==> src/rtl/uap_cmd_ctrl.sv <==
// UART probe command sequencer: decodes fixed-format byte commands, drives GPO
// and a single-outstanding bus master port, and streams response bytes back.
module uap_cmd_ctrl #(
  parameter int GPO_W       = 32,
  parameter int GPI_W       = 32,
  parameter int TIMEOUT_CYC = 1000000
) (
  input  logic             clk,
  input  logic             aresetn,
  input  logic             rx_valid,
  input  logic [7:0]       rx_data,
  output logic             tx_valid,
  input  logic             tx_ready,
  output logic [7:0]       tx_data,
  output logic [GPO_W-1:0] gpo,
  input  logic [GPI_W-1:0] gpi,
  output logic             mem_req,
  output logic             mem_we,
  output logic [31:0]      mem_addr,
  output logic [31:0]      mem_wdata,
  input  logic             mem_ack,
  input  logic [31:0]      mem_rdata,
  input  logic             mem_err,
  output logic [1:0]       err_flags
);

  typedef enum logic [2:0] {IDLE, ARG, EXEC, BUS, RSP} state_t;

  localparam logic [7:0] OP_GPO_WR = 8'h01;
  localparam logic [7:0] OP_GPI_RD = 8'h02;
  localparam logic [7:0] OP_MEM_RD = 8'h03;
  localparam logic [7:0] OP_MEM_WR = 8'h04;

  state_t      state;
  logic [7:0]  opcode;
  logic [63:0] arg_sr;   // argument bytes shifted in MSB first
  logic [3:0]  arg_cnt;  // argument bytes still expected
  logic [31:0] tmo_cnt;
  logic [39:0] rsp_buf;  // pending response bytes, next byte in [39:32]
  logic [2:0]  rsp_cnt;  // bytes left in rsp_buf after the one on tx_data

  // NOTE: every register here is state, so all updates are non-blocking; a
  // blocking write would let later statements in the same edge see the new value.
  always_ff @(posedge clk or negedge aresetn) begin
    if (!aresetn) begin
      state     <= IDLE;
      opcode    <= 8'h00;
      arg_sr    <= 64'h0;
      arg_cnt   <= 4'd0;
      tmo_cnt   <= 32'd0;
      rsp_buf   <= 40'h0;
      rsp_cnt   <= 3'd0;
      tx_valid  <= 1'b0;
      tx_data   <= 8'h00;
      gpo       <= '0;
      mem_req   <= 1'b0;
      mem_we    <= 1'b0;
      mem_addr  <= 32'h0;
      mem_wdata <= 32'h0;
      err_flags <= 2'b00;
    end else begin
      // No input buffering: bytes arriving while a command executes are lost.
      if (rx_valid && (state == EXEC || state == BUS || state == RSP))
        err_flags[0] <= 1'b1;

      // NOTE: the default arm keeps the decode complete for every encoding.
      case (state)
        IDLE: begin
          if (rx_valid) begin
            opcode  <= rx_data;
            tmo_cnt <= 32'd0;
            case (rx_data)
              OP_GPO_WR, OP_MEM_RD: begin
                arg_cnt <= 4'd4;
                state   <= ARG;
              end
              OP_MEM_WR: begin
                arg_cnt <= 4'd8;
                state   <= ARG;
              end
              OP_GPI_RD: begin
                rsp_buf <= {32'(gpi), 8'h00};
                rsp_cnt <= 3'd5;
                state   <= RSP;
              end
              default: begin
                rsp_buf <= {8'hFF, 32'h0};
                rsp_cnt <= 3'd1;
                state   <= RSP;
              end
            endcase
          end
        end

        ARG: begin
          if (rx_valid) begin
            arg_sr  <= {arg_sr[55:0], rx_data};
            arg_cnt <= arg_cnt - 4'd1;
            tmo_cnt <= 32'd0;
            if (arg_cnt == 4'd1) state <= EXEC;
          end else if (tmo_cnt >= 32'(TIMEOUT_CYC - 1)) begin
            err_flags[1] <= 1'b1;
            state        <= IDLE;
          end else begin
            tmo_cnt <= tmo_cnt + 32'd1;
          end
        end

        EXEC: begin
          if (opcode == OP_GPO_WR) begin
            gpo     <= arg_sr[GPO_W-1:0];
            rsp_buf <= {8'h00, 32'h0};
            rsp_cnt <= 3'd1;
            state   <= RSP;
          end else begin
            // MEM_WR carries address then data; MEM_RD only an address.
            mem_req   <= 1'b1;
            mem_we    <= (opcode == OP_MEM_WR);
            mem_addr  <= (opcode == OP_MEM_WR) ? arg_sr[63:32] : arg_sr[31:0];
            mem_wdata <= (opcode == OP_MEM_WR) ? arg_sr[31:0] : 32'h0;
            state     <= BUS;
          end
        end

        BUS: begin
          if (mem_ack) begin
            mem_req <= 1'b0;
            state   <= RSP;
            if (mem_we) begin
              rsp_buf <= {7'b0, mem_err, 32'h0};
              rsp_cnt <= 3'd1;
            end else begin
              rsp_buf <= {(mem_err ? 32'h0 : mem_rdata), 7'b0, mem_err};
              rsp_cnt <= 3'd5;
            end
          end
        end

        RSP: begin
          if (!tx_valid || tx_ready) begin
            if (tx_valid && rsp_cnt == 3'd0) begin
              tx_valid <= 1'b0;
              state    <= IDLE;
            end else begin
              tx_valid <= 1'b1;
              tx_data  <= rsp_buf[39:32];
              rsp_buf  <= {rsp_buf[31:0], 8'h00};
              rsp_cnt  <= rsp_cnt - 3'd1;
            end
          end
        end

        default: state <= IDLE;
      endcase
    end
  end

endmodule

==> config.mk <==
export PLATFORM = sky130hd
export DESIGN_NAME = uap_cmd_ctrl
export DESIGN_NICKNAME = d
export VERILOG_FILES = /design/src/rtl/uap_cmd_ctrl.sv
export SDC_FILE = /design/constraint.sdc
export NUM_CORES = 1
export LEC_CHECK = 0
export ABC_AREA = 1
export CORE_MARGIN = 2
export CORE_UTILIZATION = 55
export DETAILED_ROUTE_END_ITERATION = 12
export DONT_BUFFER_PORTS = 1
export PLACE_DENSITY = 0.68
export SLEW_MARGIN = 20
export SYNTH_ARGS = -nofsm -noshare
export SYNTH_HDL_FRONTEND = slang
export SYNTH_SLANG_ARGS = --single-unit
==> constraint.sdc <==
create_clock -name clk -period 3.8 [get_ports clk]
set_input_delay 1.14 -clock clk [delete_from_list [all_inputs] [get_ports clk]]
set_output_delay 1.14 -clock clk [all_outputs]
set_load 0.02 [all_outputs]
==> impl_metrics.json <==
{
  "final_common_cell": "nand2_1",
  "setup_viol": 0,
  "ctsResizeCount": 0,
  "p_leak_nw": 6.20,
  "clock_latency_ps": 560,
  "yosys.area_share.simple_pct": 23.3,
  "rows": 53,
  "fp.coreArea_mm2": 0.0210,
  "yosysSeqAreaShare_pct": 54.9,
  "antenna_found_initial": 1,
  "endpoint": "mem_wdata[30]",
  "min_period_ps": 2770,
  "grt_pass1_wl_mm": 45.1,
  "worstMarginPinSlew_ps": 775,
  "grt_max_degree": 257,
  "synth_compound_area_share_pct": 12.8,
  "drive_gt1_share_pct": 9.71,
  "postLayoutCellArea_mm2": 0.0127,
  "required_ps": 4200,
  "cts_tree": "done",
  "synth_top_family_by_area": "simple AND/OR/NAND/NOR gates",
  "fin_cells": 1645,
  "antenna_left": 0,
  "dpl_cell_area_mm2": 0.0117,
  "cts_sinks": 256,
  "dr.pass1.iters": 5,
  "synth_nets": 1457,
  "synthCells": 1374,
  "io_buffers": 0,
  "syn-cell-area_mm2": 0.0117,
  "gr-usage-all-layers_pct": 25.3,
  "clock_path_buffers": 3,
  "synth_xor_area_share_pct": 1.05,
  "hpwlAfterDp_mm": 18.2,
  "ios": 187,
  "hold_buffers": 0,
  "slew_headroom_pct": 48.1,
  "synth_edf_count": 0,
  "finalNetCount": 1431,
  "drcViolationCount": 0,
  "via_per_inst": 5.36,
  "cts-root-buf": "clkbuf_16",
  "report.final.slew_viol_count": 0,
  "hold_path_class": "in2async",
  "setup_tns_ps": 0,
  "finalWeightedCongestion": 0.821,
  "synth.avg_cell_area_um2": 8.50,
  "max_cap_viol_count": 0,
  "start_kind": "register",
  "r2r_setup_slack_ps": 1030,
  "skew_ps": 22.1,
  "layout_common_cells": "nand2_1 (465), dfrtp_1 (256), inv_1 (106)",
  "die_h_um": 150,
  "area_growth_pct": 8.43,
  "antenna_cells": 0,
  "crit_start": "opcode[7]",
  "clock.fmax_mhz": 361,
  "async_reset_ff_share_pct": 100,
  "ys.flop_type": "dfrtp_1",
  "initialDrtViolationCount": 604,
  "synth_fa_ha_area_share_pct": 0.536,
  "clk_pin_slew_ps": 60,
  "critPathArrivalTime_ps": 3170,
  "grt_pass1_vias": 8408,
  "cts_setup_buffers": 0,
  "post-route-period-util_pct": 72.9,
  "numCtsBuffers": 28,
  "crit_path_max_fanout": 34,
  "r2r_end": "mem_wdata[30]",
  "grt_overflow": 0,
  "p_per_area_mw_per_mm2": 599,
  "rsz0062_at_grt": "no",
  "drt_wl_total_mm": 28.2,
  "hold_viol": 0,
  "vias": 8816,
  "r2r_start": "opcode[7]",
  "die_area_mm2": 0.0224,
  "r2r.worst_path.cells": 7,
  "ys_types": 36,
  "wire_per_inst_um": 17.1,
  "cp-end-kind": "register",
  "synthMuxAreaShare_pct": 0.0965,
  "post-place-cells": 1593,
  "die_width_um": 150,
  "htree_levels": 1,
  "outcome": "completed",
  "ir_worst_vdd_uv": 409,
  "ys_warn_count": 0,
  "ys_ff_latch": 256,
  "crit_type": "reg2reg",
  "start_util_pct": 55.7
}
-- Yosys cell counts, types with 7 or more instances --
master    number  area, µm²
o21ai_1       30        150
clkbuf_1      15       56.3
nand2_2        7       43.8
xor2_1        10       87.6
buf_2         28        140
inv_2         11       41.3
nor2_2         7       43.8
o21ai_2       36        315
a21oi_1       81        405
o21ai_0       93        465
nand2_1      466       1750
dfrtp_1      256       6410
a21boi_1      16        120
buf_6         15        169
nor2_1        94        353
nand3_1       50        250
inv_1        106        398
-- layout make-up --
class                   count  area, µm²
clock buffers              35        757
clock inverters            17        208
fillers                  1836       8300
inverters                 118        445
multi-input cells         935       4420
flip-flops and latches    256       6410
well taps                 275        344
repair buffers              9       80.1
-- how the worst min path moves through the flow --
stage | from | endpoint | slack, ps | cells past startpoint
detailed placement | arg_sr[62] | arg_sr[62] | 460 | 2
floorplan | arg_sr[56] | arg_sr[56] | 440 | 2
global placement | arg_sr[62] | arg_sr[62] | 450 | 2
global route | aresetn | arg_sr[56] | 280 | 0
CTS | aresetn | gpo[27] | 280 | 0
finish | aresetn | mem_wdata[23] | 310 | 0
-- cells by family (layout without fill, tap and decap cells) --
| kind of cell | after synthesis | count (layout) |
|---|---|---|
| AOI/OAI and AO/OA | 261 | 261 |
| xor gates and xnor gates | 14 | 14 |
| adders and majority gates | 5 | 5 |
| buffers and inverters | 183 | 179 |
| DFF | 256 | 256 |
| muxes | 1 | 1 |
| and+or+nand+nor | 654 | 654 |
-- through the flow --
stage          hold WS, ps  utilization, %  setup slack, ps  power (mW)
2_1_floorplan          442               -             1640        4.59
3_3_place_gp           455            55.8             1030        4.83
3_5_place_dp           459            55.8              952        4.86
4_1_cts                277            60.4              983        7.65
5_1_grt                284            60.4              846        7.99
6_report               309            60.4             1030        7.59
-- layer usage --
| layer | up-vias | wire length, µm | GRT usage (%) |
|---|---|---|---|
| met5 | - | 0 | 0 |
| met4 | 0 | 684 | 6.51 |
| met3 | 49 | 2130 | 6.83 |
| met2 | 257 | 13000 | 38.3 |
| met1 | 4203 | 12400 | 36.6 |
| li1 | 4307 | - | - |
-- state kept, by name, summed over array words and instances, names as in the netlist, 4 cells and up --
name,flops
mem_addr,32
arg_cnt,4
gpo,32
opcode,8
tx_data,8
tmo_cnt,32
rsp_buf,33
arg_sr,64
mem_wdata,32
-- worst max-delay path, cell delays in order (launching register included) --
cell	delay (ps)
dfrtp_1	370
nor2_1	110
nand2_1	160
o21ai_4	670
inv_2	510
nand2_1	180
buf_4	420
o21ai_0	150
-- power breakdown --
part / total, mW / switching [mW] / internal (mW)
Combinational: 1.33 / 0.955 / 0.380
Sequential: 3.48 / 0.389 / 3.09
Clock: 2.78 / 1.14 / 1.63
No activity file was read; power rests on OpenSTA's default activity.
